### src/rtl/y86_pkg.sv
// Shared definitions for the Y86-64 fetch stage: icodes, status codes, fetch states.
// Latency: n/a (declarations only).
// Backpressure: n/a.
package y86_pkg;

  localparam logic [3:0] I_HALT   = 4'h0;
  localparam logic [3:0] I_NOP    = 4'h1;
  localparam logic [3:0] I_RRMOVQ = 4'h2;
  localparam logic [3:0] I_IRMOVQ = 4'h3;
  localparam logic [3:0] I_RMMOVQ = 4'h4;
  localparam logic [3:0] I_MRMOVQ = 4'h5;
  localparam logic [3:0] I_OPQ    = 4'h6;
  localparam logic [3:0] I_JXX    = 4'h7;
  localparam logic [3:0] I_CALL   = 4'h8;
  localparam logic [3:0] I_RET    = 4'h9;
  localparam logic [3:0] I_PUSHQ  = 4'hA;
  localparam logic [3:0] I_POPQ   = 4'hB;

  localparam logic [1:0] STAT_AOK = 2'd0;
  localparam logic [1:0] STAT_HLT = 2'd1;
  localparam logic [1:0] STAT_ADR = 2'd2;
  localparam logic [1:0] STAT_INS = 2'd3;

  localparam logic [3:0] REG_NONE = 4'hF;

  // Largest legal ifun for the icodes that carry a function code.
  localparam logic [3:0] MAXFN_RRMOVQ = 4'd6;
  localparam logic [3:0] MAXFN_OPQ    = 4'd3;
  localparam logic [3:0] MAXFN_JXX    = 4'd6;

  typedef enum logic [2:0] {
    F_OP    = 3'd0,
    F_REG   = 3'd1,
    F_CONST = 3'd2,
    OUT     = 3'd3,
    STOP    = 3'd4
  } fetch_state_t;

  function automatic logic [3:0] max_ifun(input logic [3:0] icode);
    case (icode)
      I_RRMOVQ: max_ifun = MAXFN_RRMOVQ;
      I_OPQ:    max_ifun = MAXFN_OPQ;
      I_JXX:    max_ifun = MAXFN_JXX;
      default:  max_ifun = 4'd0;
    endcase
  endfunction

endpackage

### src/rtl/y86_fetch_unit_if.sv
// Bundle between fetch and its neighbours: byte memory port, redirect, decode handshake.
// Latency: n/a (wires only).
// Backpressure: decode stalls fetch via out_ready; memory stalls via mem_ack.
// Modports: master = fetch unit, slave = memory/decode/redirect environment.
interface y86_fetch_unit_if #(
  parameter int unsigned ADDR_W = 64
);
  logic              mem_req;
  logic [ADDR_W-1:0] mem_addr;
  logic              mem_ack;
  logic [7:0]        mem_rdata;
  logic              mem_err;
  logic              redirect_valid;
  logic [ADDR_W-1:0] redirect_pc;
  logic              out_valid;
  logic              out_ready;
  logic [3:0]        icode;
  logic [3:0]        ifun;
  logic [3:0]        ra;
  logic [3:0]        rb;
  logic [63:0]       valC;
  logic [ADDR_W-1:0] valP;
  logic [ADDR_W-1:0] pc_out;
  logic [1:0]        stat;

  modport master (
    output mem_req, mem_addr, out_valid, icode, ifun, ra, rb, valC, valP, pc_out, stat,
    input  mem_ack, mem_rdata, mem_err, redirect_valid, redirect_pc, out_ready
  );

  modport slave (
    input  mem_req, mem_addr, out_valid, icode, ifun, ra, rb, valC, valP, pc_out, stat,
    output mem_ack, mem_rdata, mem_err, redirect_valid, redirect_pc, out_ready
  );
endinterface

### src/rtl/y86_instr_len.sv
// Classifies an opcode byte: register byte / constant presence, length, legality.
// Latency: combinational.
// Backpressure: none.
// Ports: icode/ifun in; need_reg, need_valC, length[3:0], instr_valid out.
module y86_instr_len
  import y86_pkg::*;
(
  input  logic [3:0] icode,
  input  logic [3:0] ifun,
  output logic       need_reg,
  output logic       need_valC,
  output logic [3:0] length,
  output logic       instr_valid
);

  always_comb begin
    need_reg    = 1'b0;
    need_valC   = 1'b0;
    length      = 4'd1;
    instr_valid = 1'b1;
    case (icode)
      I_HALT, I_NOP, I_RET: length = 4'd1;
      I_RRMOVQ, I_OPQ, I_PUSHQ, I_POPQ: begin
        need_reg = 1'b1;
        length   = 4'd2;
      end
      I_JXX, I_CALL: begin
        need_valC = 1'b1;
        length    = 4'd9;
      end
      I_IRMOVQ, I_RMMOVQ, I_MRMOVQ: begin
        need_reg  = 1'b1;
        need_valC = 1'b1;
        length    = 4'd10;
      end
      default: instr_valid = 1'b0;
    endcase
    if (ifun > max_ifun(icode)) instr_valid = 1'b0;
  end

endmodule

### src/rtl/y86_fetch_unit.sv
// Y86-64 fetch: reads instruction bytes serially from PC and hands decoded fields to decode.
// Latency: N-byte instruction valid N cycles after first request (zero-wait), N+1 cycles/instr.
// Backpressure: holds all outputs stable in OUT until out_ready; memory waits stall per byte.
// Ports: clk, rst_n (async active-low); bus = y86_fetch_unit_if.master (memory, redirect, decode).
// Optional: define STRICT_REG_CHECK_EN to flag illegal register-byte fields as INS.
module y86_fetch_unit
  import y86_pkg::*;
#(
  parameter int unsigned       ADDR_W   = 64,
  parameter logic [ADDR_W-1:0] RESET_PC = '0
) (
  input logic          clk,
  input logic          rst_n,
  y86_fetch_unit_if.master bus
);

  fetch_state_t      state_q, state_d;
  logic              run_q;
  logic [ADDR_W-1:0] pc_q, pc_d;
  logic [3:0]        idx_q, idx_d;
  logic [2:0]        cidx_q, cidx_d;
  logic [3:0]        icode_q, icode_d;
  logic [3:0]        ifun_q, ifun_d;
  logic [3:0]        ra_q, ra_d;
  logic [3:0]        rb_q, rb_d;
  logic [63:0]       valc_q, valc_d;
  logic [ADDR_W-1:0] valp_q, valp_d;
  logic [1:0]        stat_q, stat_d;

  logic              fetching;
  logic              mem_req;
  logic              take;
  logic [3:0]        dec_icode, dec_ifun;
  logic              need_reg, need_valc, instr_valid;
  logic [3:0]        len;

  // The opcode byte is classified as it arrives; later states use the stored icode.
  assign dec_icode = (state_q == F_OP) ? bus.mem_rdata[7:4] : icode_q;
  assign dec_ifun  = (state_q == F_OP) ? bus.mem_rdata[3:0] : ifun_q;

  y86_instr_len u_len (
    .icode       (dec_icode),
    .ifun        (dec_ifun),
    .need_reg    (need_reg),
    .need_valC   (need_valc),
    .length      (len),
    .instr_valid (instr_valid)
  );

`ifdef STRICT_REG_CHECK_EN
  // Fields an instruction ignores must be F; fields it uses must name a register.
  function automatic logic reg_fields_ok(input logic [3:0] ic, input logic [3:0] a,
                                         input logic [3:0] b);
    case (ic)
      I_RRMOVQ, I_OPQ, I_RMMOVQ, I_MRMOVQ: reg_fields_ok = (a != REG_NONE) && (b != REG_NONE);
      I_IRMOVQ:                            reg_fields_ok = (a == REG_NONE) && (b != REG_NONE);
      I_PUSHQ, I_POPQ:                     reg_fields_ok = (a != REG_NONE) && (b == REG_NONE);
      default:                             reg_fields_ok = 1'b1;
    endcase
  endfunction
`endif

  // run_q keeps mem_req low during reset and lets it rise on the first cycle after release.
  assign fetching = (state_q == F_OP) || (state_q == F_REG) || (state_q == F_CONST);
  assign mem_req  = run_q && fetching;
  assign take     = mem_req && bus.mem_ack;

  always_comb begin
    state_d = state_q;
    pc_d    = pc_q;
    idx_d   = idx_q;
    cidx_d  = cidx_q;
    icode_d = icode_q;
    ifun_d  = ifun_q;
    ra_d    = ra_q;
    rb_d    = rb_q;
    valc_d  = valc_q;
    valp_d  = valp_q;
    stat_d  = stat_q;

    if (bus.redirect_valid) begin
      // Wins over a same-cycle byte (dropped) and over an OUT handshake (consumed).
      pc_d    = bus.redirect_pc;
      idx_d   = 4'd0;
      state_d = F_OP;
    end else begin
      case (state_q)
        F_OP: begin
          if (take) begin
            idx_d  = idx_q + 4'd1;
            ra_d   = REG_NONE;
            rb_d   = REG_NONE;
            valc_d = 64'd0;
            valp_d = pc_q + ADDR_W'(len);
            stat_d = STAT_AOK;
            if (bus.mem_err) begin
              icode_d = I_NOP;
              ifun_d  = 4'd0;
              stat_d  = STAT_ADR;
              state_d = OUT;
            end else begin
              icode_d = bus.mem_rdata[7:4];
              ifun_d  = bus.mem_rdata[3:0];
              if (!instr_valid) begin
                stat_d  = STAT_INS;
                state_d = OUT;
              end else if (dec_icode == I_HALT) begin
                stat_d  = STAT_HLT;
                state_d = OUT;
              end else if (need_reg) begin
                state_d = F_REG;
              end else if (need_valc) begin
                cidx_d  = 3'd0;
                state_d = F_CONST;
              end else begin
                state_d = OUT;
              end
            end
          end
        end
        F_REG: begin
          if (take) begin
            idx_d = idx_q + 4'd1;
            if (bus.mem_err) begin
              stat_d  = STAT_ADR;
              state_d = OUT;
            end else begin
              ra_d = bus.mem_rdata[7:4];
              rb_d = bus.mem_rdata[3:0];
`ifdef STRICT_REG_CHECK_EN
              if (!reg_fields_ok(icode_q, bus.mem_rdata[7:4], bus.mem_rdata[3:0])) begin
                stat_d  = STAT_INS;
                state_d = OUT;
              end else
`endif
              if (need_valc) begin
                cidx_d  = 3'd0;
                state_d = F_CONST;
              end else begin
                state_d = OUT;
              end
            end
          end
        end
        F_CONST: begin
          if (take) begin
            idx_d = idx_q + 4'd1;
            if (bus.mem_err) begin
              stat_d  = STAT_ADR;
              state_d = OUT;
            end else begin
              // Little-endian: constant byte k lands in valC[8k+7:8k].
              valc_d[{cidx_q, 3'b000} +: 8] = bus.mem_rdata;
              cidx_d = cidx_q + 3'd1;
              if (cidx_q == 3'd7) state_d = OUT;
            end
          end
        end
        OUT: begin
          if (bus.out_ready) begin
            if (stat_q == STAT_AOK) begin
              pc_d    = valp_q;
              idx_d   = 4'd0;
              state_d = F_OP;
            end else begin
              state_d = STOP;
            end
          end
        end
        STOP: state_d = STOP;
        default: state_d = F_OP;
      endcase
    end
  end

  always_ff @(posedge clk or negedge rst_n) begin
    if (!rst_n) begin
      state_q <= F_OP;
      run_q   <= 1'b0;
      pc_q    <= RESET_PC;
      idx_q   <= 4'd0;
      cidx_q  <= 3'd0;
      icode_q <= I_NOP;
      ifun_q  <= 4'd0;
      ra_q    <= REG_NONE;
      rb_q    <= REG_NONE;
      valc_q  <= 64'd0;
      valp_q  <= RESET_PC;
      stat_q  <= STAT_AOK;
    end else begin
      state_q <= state_d;
      run_q   <= 1'b1;
      pc_q    <= pc_d;
      idx_q   <= idx_d;
      cidx_q  <= cidx_d;
      icode_q <= icode_d;
      ifun_q  <= ifun_d;
      ra_q    <= ra_d;
      rb_q    <= rb_d;
      valc_q  <= valc_d;
      valp_q  <= valp_d;
      stat_q  <= stat_d;
    end
  end

  assign bus.mem_req   = mem_req;
  assign bus.mem_addr  = pc_q + ADDR_W'(idx_q);
  assign bus.out_valid = (state_q == OUT);
  assign bus.icode     = icode_q;
  assign bus.ifun      = ifun_q;
  assign bus.ra        = ra_q;
  assign bus.rb        = rb_q;
  assign bus.valC      = valc_q;
  assign bus.valP      = valp_q;
  assign bus.pc_out    = pc_q;
  assign bus.stat      = stat_q;

endmodule

### src/flat_wrapper.sv
// flat-port wrapper written by rule: the top's interface ports become plain ports
module y86_fetch_unit_flat import y86_pkg::*;
#(
  parameter int unsigned       ADDR_W   = 64,
  parameter logic [ADDR_W-1:0] RESET_PC = '0
)
  (clk, rst_n, bus_mem_req, bus_mem_addr, bus_out_valid, bus_icode, bus_ifun, bus_ra, bus_rb, bus_valC, bus_valP, bus_pc_out, bus_stat, bus_mem_ack, bus_mem_rdata, bus_mem_err, bus_redirect_valid, bus_redirect_pc, bus_out_ready);
  y86_fetch_unit_if #(.ADDR_W(ADDR_W)) bus_i ();
  input logic clk;
  input logic rst_n;
  output wire logic [$bits(bus_i.mem_req)-1:0] bus_mem_req;
  output wire logic [$bits(bus_i.mem_addr)-1:0] bus_mem_addr;
  output wire logic [$bits(bus_i.out_valid)-1:0] bus_out_valid;
  output wire logic [$bits(bus_i.icode)-1:0] bus_icode;
  output wire logic [$bits(bus_i.ifun)-1:0] bus_ifun;
  output wire logic [$bits(bus_i.ra)-1:0] bus_ra;
  output wire logic [$bits(bus_i.rb)-1:0] bus_rb;
  output wire logic [$bits(bus_i.valC)-1:0] bus_valC;
  output wire logic [$bits(bus_i.valP)-1:0] bus_valP;
  output wire logic [$bits(bus_i.pc_out)-1:0] bus_pc_out;
  output wire logic [$bits(bus_i.stat)-1:0] bus_stat;
  input wire logic [$bits(bus_i.mem_ack)-1:0] bus_mem_ack;
  input wire logic [$bits(bus_i.mem_rdata)-1:0] bus_mem_rdata;
  input wire logic [$bits(bus_i.mem_err)-1:0] bus_mem_err;
  input wire logic [$bits(bus_i.redirect_valid)-1:0] bus_redirect_valid;
  input wire logic [$bits(bus_i.redirect_pc)-1:0] bus_redirect_pc;
  input wire logic [$bits(bus_i.out_ready)-1:0] bus_out_ready;
  assign bus_mem_req = bus_i.mem_req;
  assign bus_mem_addr = bus_i.mem_addr;
  assign bus_out_valid = bus_i.out_valid;
  assign bus_icode = bus_i.icode;
  assign bus_ifun = bus_i.ifun;
  assign bus_ra = bus_i.ra;
  assign bus_rb = bus_i.rb;
  assign bus_valC = bus_i.valC;
  assign bus_valP = bus_i.valP;
  assign bus_pc_out = bus_i.pc_out;
  assign bus_stat = bus_i.stat;
  assign bus_i.mem_ack = bus_mem_ack;
  assign bus_i.mem_rdata = bus_mem_rdata;
  assign bus_i.mem_err = bus_mem_err;
  assign bus_i.redirect_valid = bus_redirect_valid;
  assign bus_i.redirect_pc = bus_redirect_pc;
  assign bus_i.out_ready = bus_out_ready;
  y86_fetch_unit #(.ADDR_W(ADDR_W), .RESET_PC(RESET_PC)) u_core (.clk(clk), .rst_n(rst_n), .bus(bus_i));
endmodule
### config.mk
export PLATFORM = sky130hd
export DESIGN_NAME = y86_fetch_unit_flat
export DESIGN_NICKNAME = d
export VERILOG_FILES = /design/src/rtl/y86_pkg.sv /design/src/rtl/y86_fetch_unit_if.sv /design/src/rtl/y86_instr_len.sv /design/src/rtl/y86_fetch_unit.sv /design/src/flat_wrapper.sv
export SDC_FILE = /design/constraint.sdc
export NUM_CORES = 1
export LEC_CHECK = 0
export ABC_AREA = 1
export CORE_ASPECT_RATIO = 1.4
export CORE_MARGIN = 3
export CORE_UTILIZATION = 29
export CTS_BUF_LIST = sky130_fd_sc_hd__clkbuf_8
export DETAILED_ROUTE_END_ITERATION = 10
export MAX_ROUTING_LAYER = met4
export PLACE_DENSITY = 0.55
export SKIP_LAST_GASP = 1
export SLEW_MARGIN = 20
export SYNTH_ARGS = -nofsm -noshare
export SYNTH_HDL_FRONTEND = slang
export SYNTH_SLANG_ARGS = --single-unit
export TNS_END_PERCENT = 10
### constraint.sdc
create_clock -name clk -period 4 [get_ports clk]
set_input_delay 0.6 -clock clk [delete_from_list [all_inputs] [get_ports clk]]
set_output_delay 0.6 -clock clk [all_outputs]
set_load 0.01 [all_outputs]
==> impl_results.md, run 1 <==
- Status: complete, but fails checks
- Failing checks: setup timing
- Overall Global Routing Usage: 28.1%
- Die area: 47100 um^2
- Clock tree sinks: 221
- Post-layout min period: 4.10 ns
- Synth Net Count: 1859
- Initial Util: 29.6%
- Hold WC Path Type: in2async
- Slowest cell delay on critical path: 0.54 ns
- Io pins: 354
- Area grow syn2layout: 42.7%
- Power Density: 557 nW/um^2
- Asr flop ratio synth: 100%
- DR vias: 14000
- Placed Area: 17500 um^2
- Peak Freq: 0.244 GHz
- Place WS: 0.222 ns
- Die width: 184 um
- Non-filler instance count after layout: 2765
- Number of synthesized register bits: 221
- CP arrival: 3.50 ns
- PortBufs: 353
- Fin nets: 2281
- Leak Pwr: 8.54 nW
- Cell total after placement: 2687
- Post-synthesis sequential area ratio: 42.9%
- CORE AREA: 43600 um^2
- Maximum vdd ir drop: 328 uV
- Worst path buffer plus inverter count: 4
- Hold WS: 0.0319 ns
- Iter 0 DRT Violations: 1030
- RSZ-0062 raised after global routing: yes
- Setup crit end kind: output port
- Crit path cell chain: buf_4 -> nand2_1 -> nor2_1 -> inv_1 -> nor2_1 -> nand2_1 -> nor3_1 -> nand3_1 -> xor2_1 -> buf_4 -> clkdlybuf4s50_1
- Detailed Place HPWL: 51.8 mm
- Count of final hold-check violations: 0
- Worst-margin pin slew: 1.02 ns
- Rows: 90
- Largest fanout on the critical path: 4
- Global placement routability congestion: 1.01
- Slew Limit Fails: 0
- DIE HEIGHT: 256 um
- Yosys warns: 0
- Clk_skew: 0.0285 ns
- Largest net degree at the start of global routing: 87
- First-pass detailed-route iteration total: 5
- Syn_area_per_cell: 7.33 um^2
- Initial antenna violation count: 2
- Kind of critical path: reg2out
- WP data required: 3.40 ns
- CTS tree: built
- Remaining DRCs: 0
- Clk_lat worst skew: 0.58 ns
- Clock root cell: clkbuf_8
- Synth unique cells: 43
- Vias in the first global route: 14300
- Number of synthesized flops with an enable pin: 0
- Dominant synthesized flop cell: dfrtp_1
- Final wirelength: 65.8 mm
- Startpoint types: flop
- Synthesized cell area: 12900 um^2
- Post-route antenna net violation count: 0
- Tcrit/Tclk final: 102%
- Post-route worst setup slack: -0.0956 ns
- Avg WL per Cell: 23.8 um
- First-pass GRT wire length: 96.2 mm
- Setup violations, final: 5
- TritonCTS Buffers: 41
- Vias per cell: 5.07
- Post-Synthesis Cells: 1761
- H-Tree Depth: 2
- CTS Buffer Depth: 3
- Fraction of layout cells with a size suffix above 1: 9.36%
- Worst path top cell family by delay: simple AND/OR/NAND/NOR gates
- Clock transition at path regs: 0.06 ns
- Worst-case headroom to the max-slew limit: 31.8%
- Max Cap Viol: 0
- Max stage delay cell, worst path: clkdlybuf4s50_1
- Cts hold-fix bufs: 0
- FF-to-FF setup slack: 0.43 ns
- Gr ovfl total: 0
- Final instance area: 18400 um^2
==> metrics by stage <==
stage | utilization, % | TNS, ns | total power [mW]
global placement | 40.1 | 0 | 8.04
detailed placement | 40.1 | 0 | 8.07
global route | 42.3 | -3.42 | 10.9
floorplan | - | 0 | 5.47
CTS | 42.0 | -1.65 | 10.4
finish | 42.3 | -0.212 | 10.3
==> kinds of logic (layout without fill, tap and decap cells) <==
logic type               Yosys count  in the layout  share of synthesized area [%]
AND/OR/NAND/NOR                 1025           1025                           33.6
buffers and inverters            228            678                           7.10
flip-flops                       221            221                           42.9
AO/OA/AOI/OAI                    173            173                           7.99
XOR/XNOR                          93             93                           6.31
adder cells (fa/ha/maj)           20             20                           2.05
other                              1              3                         0.0290
==> per-layer routing <==
metal	vias to the layer above	part of all wire [%]	track usage [%]	wire length [um]
met2	610	51	49.2	33700
met1	6753	36	29.8	23500
met5	-	0	-	0
met3	129	7.2	5.74	4750
li1	6534	-	-	-
met4	0	5.9	13.7	3890
==> synthesized netlist by cell type, types with 4 or more instances <==
library cell / instances / area share (%)
ha_1: 18 / 1.7
nand2_1: 503 / 15
o31ai_1: 4 / 0.23
nor2_2: 8 / 0.39
buf_4: 5 / 0.29
nand3_1: 114 / 4.4
inv_1: 161 / 4.7
inv_2: 5 / 0.15
o21ai_1: 7 / 0.27
xor2_1: 91 / 6.2
nand4_1: 40 / 1.9
nand2_2: 5 / 0.24
nor3_1: 99 / 3.8
dfstp_2: 9 / 1.8
a31oi_1: 16 / 0.78
buf_2: 14 / 0.54
a211oi_1: 42 / 2.4
clkbuf_1: 34 / 0.99
o21ai_0: 77 / 3.0
nor2_1: 240 / 7.0
nand2_4: 5 / 0.44
a21oi_1: 18 / 0.70
dfrtp_1: 212 / 41
==> timing repair <==
item                                    in CTS  in global routing
buffers inserted                             1                  4
gates resized for setup                      9                 21
pin swaps                                    2                  3
endpoints found under the setup margin      37                 40
==> path summary, 6_finish.rpt <==
path	from	endpoint	cells after the start
setup / recovery	u_core.bus.pc_out[32]	bus_mem_addr[56]	11
max in group asynchronous	rst_n	u_core.bus.valC[60]	2
setup reg to reg	u_core.state_q[0]	u_core.bus.valP[59]	19
hold / removal	rst_n	u_core.bus.valP[20]	1
hold reg to reg	u_core.bus.valC[31]	u_core.bus.valC[31]	2
min in group clk	bus_redirect_valid	u_core.cidx_q[1]	4
==> cell usage in the layout (no fill, tap or decap), types with 3 or more instances in the layout <==
master,instances
a21oi_1,17
clkdlybuf4s50_1,348
nand2_2,8
o21ai_0,77
o31ai_1,4
nor2_2,12
clkbuf_8,50
dfstp_2,9
nor2_1,233
buf_4,85
nand2_4,7
ha_1,17
nor2_4,6
o21ai_1,6
a31oi_1,16
nor3_1,95
inv_1,178
nand4_1,40
nand2_1,498
inv_2,5
xor2_1,89
dfrtp_1,212
clkinv_1,3
nor3_2,5
a211oi_1,42
nand3_1,114
==> cell type report <==
class	instances	area (um^2)
repair buffers	438	4180
well taps	552	691
flip-flops and latches	221	5540
clock buffers	50	688
multi-input cells	1312	6580
fillers	4490	25200
diodes	2	5.00
inverters	169	634
clock inverters	21	111
==> sequential cells by signal, summed over array words and instances (netlist names), 2 cells and up <==
signal / flops
u_core.bus.icode: 4
u_core.bus.ifun: 4
u_core.bus.pc_out: 64
u_core.bus.ra: 4
u_core.bus.rb: 4
u_core.bus.stat: 2
u_core.bus.valC: 64
u_core.bus.valP: 64
u_core.cidx_q: 3
u_core.idx_q: 4
u_core.state_q: 3
==> report_power, final <==
group | total, mW | internal [mW] | leakage (nW) | switching, mW
Combinational | 4.55 | 1.93 | 5.32 | 2.62
Sequential | 3.47 | 2.81 | 2.74 | 0.658
Clock | 2.24 | 1.19 | 0.472 | 1.06
Total | 10.3 | 5.93 | 8.54 | 4.33
No activity file was read; power rests on OpenSTA's default activity.
==> run 2: changes to the inputs <==
--- a/config.mk
+++ b/config.mk
@@ -5,7 +5,6 @@
 export SDC_FILE = /design/constraint.sdc
 export NUM_CORES = 1
 export LEC_CHECK = 0
-export ABC_AREA = 1
 export CORE_ASPECT_RATIO = 1.4
 export CORE_MARGIN = 3
 export CORE_UTILIZATION = 29
==> run 2 against run 1 <==
The run still ends with setup timing left. Synthesized cell count shrank 24%. First-iteration DRC count shrank 31%. Final cell count shrank 17%. Sequential share of layout area grew 1.3 points. Critical path depth shrank 2. Utilization grew 0.47 points. Routed wire length shrank 24%. Critical endpoint is now bus_mem_addr[37]. Power shrank 29%.
==> impl_results.md, run 2 <==
- Initial Util: 29.5%
- Top cell type's share of synthesized area: 43.4%
- Number of synthesized flops with an enable pin: 0
- CP arrival: 3.47 ns
- Power Density: 409 nW/um^2
- Non-filler instance count after layout: 2288
- Post-Synthesis Cells: 1334
- Reg2Reg Depth: 11
- Iter 0 DRT Violations: 709
- Rows: 88
- Cts hold-fix bufs: 0
- First-pass GRT wire length: 76.2 mm
- Asr flop ratio synth: 100%
- Vias per cell: 5.03
- Setup crit end kind: output port
- Hold WC Path Type: in2async
- Cell with the most instances after synthesis: dfrtp_1
- Clk_lat worst skew: 0.56 ns
- PortBufs: 353
- Die area: 44700 um^2
- RSZ-0062 raised after global routing: yes
- Post-route worst setup slack: -0.0669 ns
- Worst-margin pin slew: 0.936 ns
- DR vias: 11500
- Clock tree sinks: 221
- Synth top area cells: dfrtp_1 43%, nand2_1 6.4%, o21ai_0 5.6%
- Yosys warns: 0
- Die width: 180 um
- Fraction of layout cells with a size suffix above 1: 11.7%
- Setup TNS: -0.170 ns
- Startpoint types: flop
- Fillers: 4158
- Register area: 5550 um^2
- Area grow syn2layout: 44.7%
- Detailed Place HPWL: 38.2 mm
- Peak Freq: 0.246 GHz
- Syn_area_per_cell: 9.17 um^2
- Final wirelength: 50.3 mm
- Tcrit/Tclk final: 102%
- Global placement routability congestion: 0.868
- CORE AREA: 41400 um^2
- Clock root cell: clkbuf_8
- Synth unique cells: 64
- Synth cell count leaders: 212 x dfrtp_1, 208 x nand2_1, 136 x o21ai_0
- Fin nets: 1812
- Clock transition at path regs: 0.06 ns
- Post-layout min period: 4.07 ns
- Largest net degree at the start of global routing: 84
- Most frequent cells in the layout: 346 x clkdlybuf4s50_1, 208 x dfrtp_1, 207 x nand2_1, 136 x o21ai_0, 92 x nor2_1
- First-pass detailed-route iteration total: 5
- Kind of critical path: reg2out
- Post-synthesis sequential area ratio: 45.3%
- Io pins: 354
- Total power: 7.24 mW
- DIE HEIGHT: 249 um
- Initial antenna violation count: 2
- Status: complete, but fails checks
- H-Tree Depth: 2
- FF-to-FF setup slack: 0.62 ns
- Worst-case headroom to the max-slew limit: 37.1%
- WP data required: 3.40 ns
- CTS Buffer Depth: 3
- Vias in the first global route: 11800
- Overall Global Routing Usage: 22.4%
- Failing checks: setup timing
- Avg WL per Cell: 22.0 um
- TritonCTS Buffers: 41
- Place WS: 0.0280 ns
- Largest fanout on the critical path: 7
- Max Cap Viol: 0
- Slew Limit Fails: 0
- Maximum vdd ir drop: 212 uV
- Synthesized cell area: 12200 um^2
- Dominant synthesized flop cell: dfrtp_1
- RR Endpoint: u_core.bus.valP[39]
- Cell total after placement: 2204
- Remaining DRCs: 0
- Count of final hold-check violations: 0
- Synth Net Count: 1432
- Clk_skew: 0.0231 ns
- CTS tree: built
- Post-route antenna net violation count: 0
- Gr ovfl total: 0
- Number of synthesized register bits: 221
- Setup violations, final: 6
- Commonest non-fill, non-tap cell in the layout: clkdlybuf4s50_1
- Area leader, netlist: dfrtp_1
- Leak Pwr: 7.23 nW
- FF-to-FF Start: u_core.bus.icode[2]
- Multi-input gate area: 6220 um^2
==> run 2: cell types whose count changed after synthesis, moves of 60 or more <==
| cell | change |
|---|---|
| a22o_1 | +60 |
| nand2_1 | -295 |
| mux2i_1 | +66 |
| nor2_1 | -147 |
| inv_1 | -132 |
| xnor2_1 | +69 |
| nand3_1 | -87 |
==> run 2: how the worst max path moves through the flow <==
| stage | start | end | cells past startpoint | slack (ns) |
|---|---|---|---|---|
| after global placement | u_core.idx_q[0] | bus_mem_addr[60] | 10 | 0.14 |
| after floorplan | u_core.bus.pc_out[0] | bus_mem_addr[60] | 10 | 0.70 |
| after detailed placement | u_core.idx_q[0] | bus_mem_addr[60] | 10 | 0.03 |
| after global routing | u_core.bus.pc_out[0] | bus_mem_addr[54] | 11 | -0.26 |
| final | u_core.idx_q[2] | bus_mem_addr[37] | 9 | -0.07 |
| after CTS | u_core.bus.pc_out[3] | bus_mem_addr[63] | 8 | -0.20 |
==> run 2: cell families (layout without fill, tap and decap cells) <==
kind of cell | Yosys count | in the layout | synth area share [%]
buffers and inverters | 135 | 547 | 4.46
AOI/OAI and AO/OA | 265 | 265 | 13.8
other | 1 | 3 | 0.0307
xor gates and xnor gates | 128 | 128 | 9.17
muxes | 67 | 67 | 5.49
DFF | 221 | 221 | 45.3
and+or+nand+nor | 496 | 496 | 19.5
adders and majority gates | 21 | 21 | 2.25
==> run 2: cell type report <==
type,count,share of cell area (%)
Timing Repair Buffer,442,24.1
Clock buffer,52,4.04
Clock inverter,23,0.891
Multi-Input combinational cell,978,35.2
Antenna cell,2,0.0283
Tap cell,540,3.82
Sequential cell,221,31.3
Inverter,30,0.636
==> run 2: report_power, final <==
part | internal (mW) | leakage, nW | switching (mW) | total (mW)
Sequential | 2.53 | 2.84 | 0.368 | 2.90
Combinational | 1.01 | 3.90 | 0.990 | 2.00
Clock | 1.30 | 0.490 | 1.03 | 2.34
==> run 2: repair_timing <==
action / 4_1_cts / 5_1_grt
pin swaps: 5 / 5
setup endpoints to repair: 34 / 36
resized for setup: 14 / 9
hold endpoints to repair: 0 / 0
buffers inserted: 4 / 3
==> run 2: stage by stage <==
stage               hold WS, ns  area (um^2)  utilization [%]
floorplan                 0.304        12200                -
global placement          0.477        16700             40.3
detailed placement        0.490        16700             40.3
CTS                      0.0296        17600             42.6
global route             0.0505        17700             42.7
finish                   0.0358        17700             42.7
==> run 2: worst max-delay path: stages (launching register included) <==
cell and delay, ns:
dfrtp_1 0.42, ha_1 0.36, o21ai_0 0.09, o21bai_1 0.22
buf_4 0.18, nand3_2 0.22, or4_4 0.55, nor2_1 0.13
xor2_1 0.18, clkdlybuf4s50_1 0.56
==> run 2: per-layer routing <==
layer | up-vias | share of wire [%] | wire length [um] | global-route usage [%]
met5 | - | 0 | 0 | -
met4 | 0 | 3.5 | 1760 | 7.41
met3 | 97 | 8.4 | 4200 | 6.84
met2 | 465 | 51 | 25800 | 39.5
met1 | 5539 | 37 | 18500 | 24.0
li1 | 5399 | - | - | -
